`src/rtl/tqvp_jnms_pcm_pkg.sv`:
```
// Shared constants for the PDM microphone PCM capture path.
package tqvp_jnms_pcm_pkg;

    localparam int PCM_WIDTH         = 16;
    localparam int PCM_DCBLOCK_SHIFT = 8;

    localparam logic [PCM_WIDTH-1:0] PCM_MAX = 16'h7FFF;
    localparam logic [PCM_WIDTH-1:0] PCM_MIN = 16'h8000;

endpackage

```
`src/rtl/tqvp_jnms_pcm_dcblock.sv`:
```
// One-cycle registered DC-blocking high-pass: y = x - x_prev + y_prev - (y_prev >>> SHIFT),
// evaluated in WIDTH+4 bits and saturated back to the signed WIDTH range.
module tqvp_jnms_pcm_dcblock
    import tqvp_jnms_pcm_pkg::*;
#(
    parameter int WIDTH = PCM_WIDTH
) (
    input  logic             clk,
    input  logic             rst_n,
    input  logic             clear,
    input  logic             in_valid,
    input  logic [WIDTH-1:0] in,
    output logic             out_valid,
    output logic [WIDTH-1:0] out
);

    localparam int EW = WIDTH + 4;
    localparam logic signed [EW-1:0] SAT_HI = {5'b00000, {(WIDTH-1){1'b1}}};
    localparam logic signed [EW-1:0] SAT_LO = {5'b11111, {(WIDTH-1){1'b0}}};

    logic signed [WIDTH-1:0] x_prev, y_prev;
    logic signed [EW-1:0]    x_e, xp_e, yp_e, y_sum;
    logic        [WIDTH-1:0] y_sat;

    always_comb begin
        x_e   = EW'(signed'(in));
        xp_e  = EW'(x_prev);
        yp_e  = EW'(y_prev);
        y_sum = x_e - xp_e + yp_e - (yp_e >>> PCM_DCBLOCK_SHIFT);
        if (y_sum > SAT_HI)
            y_sat = SAT_HI[WIDTH-1:0];
        else if (y_sum < SAT_LO)
            y_sat = SAT_LO[WIDTH-1:0];
        else
            y_sat = y_sum[WIDTH-1:0];
    end

    // Saturated output doubles as the feedback state so y_prev never exceeds range.
    always_ff @(posedge clk or negedge rst_n) begin
        if (!rst_n) begin
            x_prev    <= '0;
            y_prev    <= '0;
            out       <= '0;
            out_valid <= 1'b0;
        end else if (clear) begin
            x_prev    <= '0;
            y_prev    <= '0;
            out       <= '0;
            out_valid <= 1'b0;
        end else begin
            out_valid <= in_valid;
            if (in_valid) begin
                x_prev <= in;
                y_prev <= y_sat;
                out    <= y_sat;
            end
        end
    end

endmodule

```
`src/rtl/tqvp_jnms_pcm_fifo.sv`:
```
// PCM sample capture FIFO behind the CIC3 decimator: async valid synchroniser,
// edge-detected push, FWFT circular buffer, threshold/overflow irq.
// Optional DC-blocking filter on the write path when TQVP_PCM_DCBLOCK_EN is defined.
module tqvp_jnms_pcm_fifo
    import tqvp_jnms_pcm_pkg::*;
#(
    parameter int DEPTH       = 8,
    parameter int WIDTH       = PCM_WIDTH,
    parameter int SYNC_STAGES = 2
) (
    input  logic                     clk,
    input  logic                     rst_n,
    input  logic [WIDTH-1:0]         pcm_in,
    input  logic                     pcm_valid_in,
    input  logic                     rd_pop,
    input  logic                     clear,
    input  logic [$clog2(DEPTH):0]   thresh,
    output logic [WIDTH-1:0]         rd_data,
    output logic [$clog2(DEPTH):0]   level,
    output logic                     empty,
    output logic                     full,
    output logic                     overflow,
    output logic                     irq
);

    localparam int AW = $clog2(DEPTH);
    localparam logic [AW:0] FULL_LVL = (AW+1)'(DEPTH);

    // Synchroniser flops followed by one history flop for rising-edge detect.
    logic [SYNC_STAGES:0] vld_pipe;
    logic                 push_raw, push;
    logic [WIDTH-1:0]     wr_data;

    always_ff @(posedge clk or negedge rst_n) begin
        if (!rst_n) vld_pipe <= '0;
        else        vld_pipe <= {vld_pipe[SYNC_STAGES-1:0], pcm_valid_in};
    end

    assign push_raw = vld_pipe[SYNC_STAGES-1] & ~vld_pipe[SYNC_STAGES];

`ifdef TQVP_PCM_DCBLOCK_EN
    tqvp_jnms_pcm_dcblock #(.WIDTH(WIDTH)) u_dcblock (
        .clk       (clk),
        .rst_n     (rst_n),
        .clear     (clear),
        .in_valid  (push_raw),
        .in        (pcm_in),
        .out_valid (push),
        .out       (wr_data)
    );
`else
    assign push    = push_raw;
    assign wr_data = pcm_in;
`endif

    logic [WIDTH-1:0] mem [DEPTH];
    logic [AW:0]      wr_ptr, rd_ptr, wr_next, rd_next, level_next;
    logic             ovf_next, irq_next, do_push, do_pop;

    assign level = wr_ptr - rd_ptr;
    assign empty = (level == '0);
    assign full  = (level == FULL_LVL);

    // A pop frees a slot in the same cycle, so push into a full FIFO is legal alongside it.
    always_comb begin
        do_pop     = rd_pop & ~empty;
        do_push    = push & (~full | do_pop);
        wr_next    = wr_ptr + (AW+1)'(do_push);
        rd_next    = rd_ptr + (AW+1)'(do_pop);
        ovf_next   = overflow | (push & full & ~do_pop);
        if (clear) begin
            wr_next  = '0;
            rd_next  = '0;
            ovf_next = 1'b0;
        end
        level_next = wr_next - rd_next;
        irq_next   = ovf_next | ((thresh != '0) && (level_next >= thresh));
    end

    always_ff @(posedge clk or negedge rst_n) begin
        if (!rst_n) begin
            wr_ptr   <= '0;
            rd_ptr   <= '0;
            overflow <= 1'b0;
            irq      <= 1'b0;
        end else begin
            wr_ptr   <= wr_next;
            rd_ptr   <= rd_next;
            overflow <= ovf_next;
            irq      <= irq_next;
        end
    end

    always_ff @(posedge clk) begin
        if (do_push && !clear)
            mem[wr_ptr[AW-1:0]] <= wr_data;
    end

    assign rd_data = empty ? '0 : mem[rd_ptr[AW-1:0]];

endmodule
```
`config.mk`:
```
export PLATFORM = sky130hd
export DESIGN_NAME = tqvp_jnms_pcm_fifo
export DESIGN_NICKNAME = d
export VERILOG_FILES = /design/src/rtl/tqvp_jnms_pcm_pkg.sv /design/src/rtl/tqvp_jnms_pcm_dcblock.sv /design/src/rtl/tqvp_jnms_pcm_fifo.sv
export SDC_FILE = /design/constraint.sdc
export NUM_CORES = 1
export LEC_CHECK = 0
export ABC_AREA = 1
export BUFFER_PORTS_ARGS = -buffer_cell sky130_fd_sc_hd__buf_2
export CORE_ASPECT_RATIO = 0.8
export CORE_MARGIN = 2
export CORE_UTILIZATION = 34
export CTS_CLUSTER_SIZE = 40
export DETAILED_ROUTE_END_ITERATION = 12
export PLACE_DENSITY_LB_ADDON = 0.3
export SLEW_MARGIN = 20
export SYNTH_ARGS = -nofsm -noshare
export SYNTH_HDL_FRONTEND = slang
export SYNTH_HIERARCHICAL = 1
export SYNTH_SLANG_ARGS = --single-unit
```
`constraint.sdc`:
```
create_clock -name clk -period 7.8 [get_ports clk]
set_input_delay 0.39 -clock clk [delete_from_list [all_inputs] [get_ports clk]]
set_output_delay 0.39 -clock clk [all_outputs]
set_load 0.02 [all_outputs]
```
==> impl_metrics.tcl, run 1 <==
set metrics [dict create \
    result_of_the_run "finished clean" \
    slew_viol_final 0 \
    floorplan.initialDensity_pct 35.02 \
    max_slew.worst_pin.slew_ns 0.9346 \
    gp_routability_congestion 0.8072 \
    timing.hold.worst.start "pcm_valid_in" \
    post_route_cells_drive_above_1_share_pct 19.53 \
    maxClockFrequency_ghz 0.2051 \
    setup-tns-final_ns 0 \
    nets 671 \
    finalInstanceArea_um2 7400 \
    drtIter0Drc 348 \
    clk-insertion-delay-late_ns 0.42 \
    synthesis.instances 576 \
    area_overhead_vs_synth_pct 15.60 \
    p_leak_nw 3.062 \
    floorplan.rows 44 \
    ctsHtreeMaxLevel 4 \
    worst_vdd_ir_mv 0.1403 \
    post_synth_instance_area_um2 6401 \
    grt_setup_unrepaired "no" \
    post_drt_wl_per_cell_um 14.94 \
    p_clk_share_pct 31.3 \
    core-area_um2 18280 \
    clock-root-buffer "clkbuf_16" \
    tritoncts "built" \
    worst_ep_arrival_time_ns 5.18 \
    ys_types 29 \
    fillCellCount 1772 \
    p_int_mw 1.529 \
    number_of_routed_nets_with_antenna_violations 0 \
    fin_crit_sh_pct 62.51 \
    crit_fanout 21 \
    setup_violations 0 \
    cts_num_sinks 141 \
    cts_repair_resize_count 0 \
    floorplan.die.width_um 157.4 \
    route.vias.total 4103 \
    layout.cells.non_filler 893 \
    post-cts-setup-buffer-count 0 \
    synthesis.area_per_instance_um2 11.11 \
    drc_errors 0 \
    globalRouteTotalUtil_pct 14.30 \
    regToRegStartpoint "rd_ptr[2]$_DFF_PN0_" \
    syn_nets 617 \
    drt-pass1-iter-count 5 \
    power_frac_comb_pct 30.8 \
    slowest_stage "dfrtp_1" \
    hold_viol 0 \
    placed_area_um2 6857 \
    worstSetupStartpoint "rd_ptr[2]$_DFF_PN0_" \
    required_ns 8.10 \
    cp.buffers_inverters 4 \
    grt_pass1_wl_um 21090 \
    dieHeight_um 126.7 \
    switching_share_pct 34.95 \
    ys_seq_area_share_pct 65.13 \
    worst_setup_hold_path_clk_slew_ns 0.06 \
    synth_async_sr_flop_share_pct 9.220 \
    finalCriticalPeriod_ns 4.876 \
    routed_wirelength_um 13340 \
    cp_slowest_stage_delay_ns 0.93 \
    antenna_found_initial 0 \
    floorplan.die_area_um2 19950 \
    switching_power_mw 0.8219 \
    dp.cells 863 \
    dpl.hpwl_um 8295 \
    worst_hold_path_type "input port to flip-flop" \
    num_io_pins 49 \
    synth_ff_type "edfxtp_1" \
    via_count_of_the_first_global_routing_pass 3978 \
    power_density_nw_per_um2 317.8 \
    num_antenna_cells 0 \
    cp_common_cell "ha_1" \
    viasPerCell 4.595 \
    timing.clock.skew_ns 0.008347 \
    buffer_ports.inserted 48 \
    drv.max_cap_violation_count 0 \
    critical-path-top-delay-family "adder cells" \
    number_of_enable_flip_flop_cells_after_synthesis 128 \
    grt_max_degree 68 \
    cts_inserted_buffers 17 \
    yosys_register_bits 141 \
    cts-root-to-sink-buffers 2 \
    critical_path.endpoint_type "flip-flop" \
    crit_path_cell_trace "inv_2, ha_1, or2_1, nand3_1, nand3_1, nand2_1, inv_1, ha_1, ha_1, nand2_1, inv_1, nor3_1, inv_1, ha_1, nand2_1, nor2_1, a211oi_1, xor2_1, ha_1, a21oi_1, nand3_1, o41ai_1, nand2_1" \
    timing.setup.critical_path_class "flip-flop to flip-flop" \
    timing.max_slew.rel_slack_pct 37.60 \
    globalRoute.totalOverflow 0 \
    pwr-share-seq_pct 37.9 \
    synth.yosys.warnings 6 \
    start_kind "flip-flop" \
]
-- per-stage QoR --
step / hold slack, ns / util [%] / power (mW) / setup WS [ns]
after floorplan: 0.09441 / - / 1.448 / 3.792
after global placement: 0.2989 / 37.51 / 1.613 / 3.250
after detailed placement: 0.3032 / 37.51 / 1.638 / 2.919
after CTS: 0.06905 / 40.48 / 2.376 / 2.932
after global routing: 0.06319 / 40.48 / 2.486 / 2.494
final: 0.08074 / 40.48 / 2.351 / 2.924
-- kinds of logic (layout without fill, tap and decap cells) --
logic type,Yosys count,count (layout),synth area share [%]
AO/OA/AOI/OAI,134,134,12.31
XOR/XNOR,3,3,0.4106
adder cells (fa/ha/maj),16,16,3.362
buffers and inverters,121,185,8.503
flip-flops,141,141,65.13
AND/OR/NAND/NOR,161,161,10.28
-- layout make-up --
class,instances,area (um2),area share (%)
Clock inverter,11,103.9,1.403
Tap cell,253,316.6,4.278
Multi-Input combinational cell,314,1688,22.81
Sequential cell,141,4173,56.39
Inverter,97,364.1,4.921
Timing Repair Buffer,59,325.3,4.396
Clock buffer,18,429.2,5.800
-- worst reg2reg max path, stage by stage (launching register included) --
cell and delay [ns]:
dfrtp_1 0.93, inv_2 0.38, ha_1 0.42, or2_1 0.24, nand3_1 0.12, nand3_1 0.12
nand2_1 0.09, inv_1 0.05, ha_1 0.21, ha_1 0.20, nand2_1 0.07, inv_1 0.05
nor3_1 0.21, inv_1 0.08, ha_1 0.34, nand2_1 0.08, nor2_1 0.04, a211oi_1 0.21
xor2_1 0.19, ha_1 0.28, a21oi_1 0.19, nand3_1 0.12, o41ai_1 0.08, nand2_1 0.08
-- registers in the layout (all words and copies together) (netlist names) --
signal	cells
overflow	1
vld_pipe	3
mem	128
rd_ptr	4
irq	1
wr_ptr	4
-- synthesized netlist by cell type, types with 8 or more instances --
| library cell | number | area share [%] |
|---|---|---|
| a21oi_2 | 29 | 4.0 |
| buf_6 | 8 | 1.4 |
| o21ai_0 | 9 | 0.70 |
| nand3_1 | 11 | 0.86 |
| dfrtp_1 | 13 | 5.1 |
| nor2_1 | 62 | 3.6 |
| nand2_1 | 76 | 4.5 |
| edfxtp_1 | 128 | 60 |
| inv_1 | 92 | 5.4 |
| ha_1 | 14 | 2.7 |
| o21ai_1 | 56 | 4.4 |
| a21oi_1 | 37 | 2.9 |
-- layout by cell type, fill, tap and decap left out, types with 2 or more instances in the layout --
master	synthesis	routed
inv_1	92	92
nor2_1	62	62
dfrtp_1	13	12
xor2_1	2	2
o21ai_1	56	56
a21oi_1	37	37
a21oi_2	29	29
nand2_2	3	3
clkbuf_16	0	17
edfxtp_1	128	128
o21ai_0	9	9
inv_2	5	5
nand3_1	11	11
nand3_2	3	3
ha_1	14	14
buf_2	5	48
clkinv_1	0	3
clkinv_2	0	5
fa_1	2	2
nand4_1	3	3
buf_4	5	10
bufinv_16	0	2
nand2_1	76	76
-- power by group through the flow --
stage          sequential [mW]  clock (mW)  combinational [mW]
2_1_floorplan            0.867           0               0.580
3_3_place_gp             0.905           0               0.709
3_5_place_dp             0.907           0               0.732
4_1_cts                  0.891       0.750               0.735
5_1_grt                  0.897       0.780               0.809
6_report                 0.891       0.737               0.724
-- per-layer routing --
| metal | up-vias | share of wire [%] | track usage [%] | wire [um] |
|---|---|---|---|---|
| met1 | 1979 | 47 | 19.28 | 6265 |
| met3 | 8 | 5.2 | 4.578 | 691 |
| li1 | 2035 | - | - | - |
| met5 | - | 0 | 0 | 0 |
| met2 | 81 | 47 | 22.60 | 6302 |
| met4 | 0 | 0.64 | 3.209 | 85 |
-- repair_timing --
item	in CTS	in global routing
endpoints found under the setup margin	0	0
hold buffers	1	0
hold endpoints to repair	13	0
-- worst paths after layout --
path,cells after the start,end,slack (ns)
min reg2reg,0,vld_pipe[1]$_DFF_PN0_,0.35
max,23,irq$_DFF_PN0_,2.92
max reg2reg,23,irq$_DFF_PN0_,2.92
min,1,vld_pipe[0]$_DFF_PN0_,0.08
min in group asynchronous,2,wr_ptr[3]$_DFF_PN0_,0.40
max in group asynchronous,2,rd_ptr[0]$_DFF_PN0_,7.13
No activity file was read; power rests on OpenSTA's default activity.
==> run 2, diff against run 1 <==
--- a/config.mk
+++ b/config.mk
@@ -5,7 +5,7 @@
 export SDC_FILE = /design/constraint.sdc
 export NUM_CORES = 1
 export LEC_CHECK = 0
-export ABC_AREA = 1
+export ABC_AREA = 0
 export BUFFER_PORTS_ARGS = -buffer_cell sky130_fd_sc_hd__buf_2
 export CORE_ASPECT_RATIO = 0.8
 export CORE_MARGIN = 2
==> constraint.sdc (replaced) <==
create_clock -name clk -period 4.2 [get_ports clk]
set_input_delay 0.21 -clock clk [delete_from_list [all_inputs] [get_ports clk]]
set_output_delay 0.21 -clock clk [all_outputs]
set_load 0.02 [all_outputs]
==> impl_metrics.tcl, run 2 <==
set metrics [dict create \
    floorplan.die.width_um 150.5 \
    dpl.hpwl_um 7146 \
    synth.area.top_cells "edfxtp_1 66%, mux4_2 12%, dfrtp_1 5.6%" \
    worst_setup_hold_path_clk_slew_ns 0.06 \
    syn_nets 366 \
    top_count_cell_post_synth "edfxtp_1" \
    pwr-share-seq_pct 35.5 \
    floorplan.initialDensity_pct 35.03 \
    synth_area_leader_cell "edfxtp_1" \
    floorplan.rows 42 \
    grt_setup_unrepaired "yes" \
    final_common_cell "edfxtp_1" \
    synthMuxAreaShare_pct 12.35 \
    slew_viol_final 0 \
    ys_seq_area_share_pct 71.44 \
    worst_hold_path_type "input port to flip-flop" \
    grt_max_degree 35 \
    core-area_um2 16660 \
    post_drt_wl_per_cell_um 19.18 \
    synthesized_area_fraction_occupied_by_ao_oa_aoi_and_oai_cells_pct 2.573 \
    timing.clock.skew_ns 0.005373 \
    maxClockFrequency_ghz 0.2437 \
    cts_inserted_buffers 17 \
    start_kind "flip-flop" \
    synth_ff_type "edfxtp_1" \
    synth_xor_area_share_pct 1.351 \
    drtIter0Drc 130 \
    layout.cells.non_filler 631 \
    grt_pass1_wl_um 18990 \
    buffer_ports.inserted 48 \
    timing.setup.critical_path_class "flip-flop to flip-flop" \
    post_route_cells_drive_above_1_share_pct 36.34 \
    result_of_the_run "finished clean" \
    power_density_nw_per_um2 624.9 \
    regToRegStartpoint "wr_ptr[0]$_DFF_PN0_" \
    crit_fanout 3 \
    finalHoldWorstSlack_ns 0.06422 \
    antenna_found_initial 1 \
    finalCriticalPeriod_ns 4.104 \
    yosys_register_bits 141 \
    nets 439 \
    timing.hold.worst.start "pcm_in[0]" \
    drc_errors 0 \
    pre_cts_slack_ns 0.03682 \
    timing.max_slew.rel_slack_pct 54.98 \
    worst_vdd_ir_mv 0.3223 \
    mostFrequentLayoutCells "128 x edfxtp_1, 48 x buf_2, 38 x nand2_1, 32 x mux4_2, 19 x buf_4" \
    reg2reg_depth 20 \
    num_io_pins 49 \
    synth.yosys.warnings 6 \
    routed_wirelength_um 12110 \
    gp_routability_congestion 0.7498 \
    floorplan.die_area_um2 18230 \
    p_int_mw 3.077 \
    clock-root-buffer "clkbuf_16" \
    cts-root-to-sink-buffers 2 \
    tritoncts "built" \
    synth_simple_gate_area_share_pct 5.810 \
    globalRoute.totalOverflow 0 \
    switching_share_pct 30.71 \
    dieHeight_um 121.2 \
    clk-insertion-delay-late_ns 0.42 \
    synth_async_sr_flop_share_pct 9.220 \
    synthesis.area_per_instance_um2 17.96 \
    power_frac_comb_pct 31.9 \
    hold_end "mem[7][0]$_DFFE_PP_" \
    route.vias.total 3050 \
    drt-pass1-iter-count 4 \
    worst_ep_arrival_time_ns 4.40 \
    ys_types 32 \
    post_synth_instance_area_um2 5836 \
    drv.max_cap_violation_count 0 \
    adder_and_majority_cell_fraction_of_the_synthesized_area_pct 3.688 \
    fin_crit_sh_pct 97.70 \
    synthesis.instances 325 \
    fin_util_pct 42.66 \
    r2r_setup_slack_ns 0.1 \
    hold_viol 0 \
    min_delay_path_depth 1 \
    critical_path.endpoint_type "flip-flop" \
    post_synth_most_frequent_cells "128 x edfxtp_1, 38 x nand2_1, 32 x mux4_2" \
    viasPerCell 4.834 \
    switching_power_mw 1.364 \
    setup-tns-final_ns 0 \
    setup_violations 0 \
    via_count_of_the_first_global_routing_pass 3308 \
    synth_top_area_share_pct 65.87 \
    combinational_family_with_the_most_area_after_synthesis "multiplexers" \
    number_of_routed_nets_with_antenna_violations 0 \
    p_clk_share_pct 32.6 \
    timing.final.ws_setup_ns 0.09643 \
    required_ns 4.50 \
    max_slew.worst_pin.slew_ns 0.6752 \
    rr_endpoint "irq$_DFF_PN0_" \
    globalRouteTotalUtil_pct 14.67 \
    ctsHtreeMaxLevel 4 \
    cts_num_sinks 141 \
    p_leak_nw 2.514 \
    number_of_enable_flip_flop_cells_after_synthesis 128 \
    dp.cells 596 \
    largest_reg_flops 128 \
    area_overhead_vs_synth_pct 21.78 \
]
run 2: cell types whose count changed in the layout (fill, tap and decap cells not counted), sizes merged, moves of 12 or more:
cell / delta
nand2: -41
o21ai: -64
inv: -80
mux4: +32
nor2: -56
a21oi: -48
nand3: -12
run 2: stage by stage:
| stage | power, mW | cell area, um2 |
|---|---|---|
| after global placement | 3.008 | 6464 |
| after global routing | 4.679 | 7104 |
| after floorplan | 2.649 | 5872 |
| after detailed placement | 3.022 | 6464 |
| after CTS | 4.473 | 7048 |
| final | 4.441 | 7107 |
run 2: worst max-delay path by stage:
stage                    endpoint           startpoint  slack [ns]
global placement    irq$_DFF_PN0_  wr_ptr[0]$_DFF_PN0_        0.16
detailed placement  irq$_DFF_PN0_  wr_ptr[0]$_DFF_PN0_        0.04
finish              irq$_DFF_PN0_  wr_ptr[0]$_DFF_PN0_         0.1
global route        irq$_DFF_PN0_  wr_ptr[0]$_DFF_PN0_       -0.10
floorplan           irq$_DFF_PN0_  wr_ptr[0]$_DFF_PN0_        0.01
CTS                 irq$_DFF_PN0_  wr_ptr[0]$_DFF_PN0_        0.04
run 2: critical path, stage by stage (launching register included):
cell and delay [ns]:
dfrtp_2 0.41, inv_2 0.08, ha_4 0.13, inv_1 0.05, fa_2 0.36, xor2_2 0.15
or2_4 0.25, nor4_4 0.31, nor2_1 0.08, ha_2 0.20, ha_4 0.26, nor2b_4 0.15
ha_1 0.23, a21o_1 0.18, a21oi_2 0.14, xnor2_1 0.14, xnor2_1 0.15, ha_2 0.29
nor2_1 0.09, nor3_1 0.06, a221o_1 0.26
run 2: what timing repair did:
action                     4_1_cts  5_1_grt
buffers inserted                 0        1
resized for setup                0       10
hold endpoints to repair        14        0
setup endpoints to repair        0        1
hold buffers                     2        0
run 2: power by group through the flow:
| stage | Combinational [mW] | Sequential, mW | Clock, mW |
|---|---|---|---|
| after detailed placement | 1.42 | 1.60 | 0 |
| after floorplan | 1.04 | 1.61 | 0 |
| after global routing | 1.56 | 1.58 | 1.54 |
| after global placement | 1.41 | 1.60 | 0 |
| after CTS | 1.42 | 1.57 | 1.47 |
| final | 1.42 | 1.58 | 1.45 |
run 2: metal layers:
layer	vias up	part of all wire, %	GRT usage [%]
met5	-	0	0
met4	0	1.4	4.599
met3	17	4.6	4.286
met2	62	49	23.61
met1	1567	45	19.27
li1	1404	-	-
run 2: final cells by class:
class | instances | area (um2)
Sequential cell | 141 | 4172
Tap cell | 220 | 275.3
Timing Repair Buffer | 69 | 402.9
Inverter | 17 | 65.06
Antenna cell | 1 | 2.502
Clock inverter | 8 | 116.4
Clock buffer | 23 | 447.9
Multi-Input combinational cell | 152 | 1625
Fill cell | 1460 | 9552
run 2: logic make-up (layout without fill, tap and decap cells):
kind of cell	Yosys count	after routing
buffers and inverters	32	117
other	0	1
DFF	141	141
AOI/OAI and AO/OA	25	25
and+or+nand+nor	70	70
xor gates and xnor gates	9	9
adders and majority gates	16	16
muxes	32	32
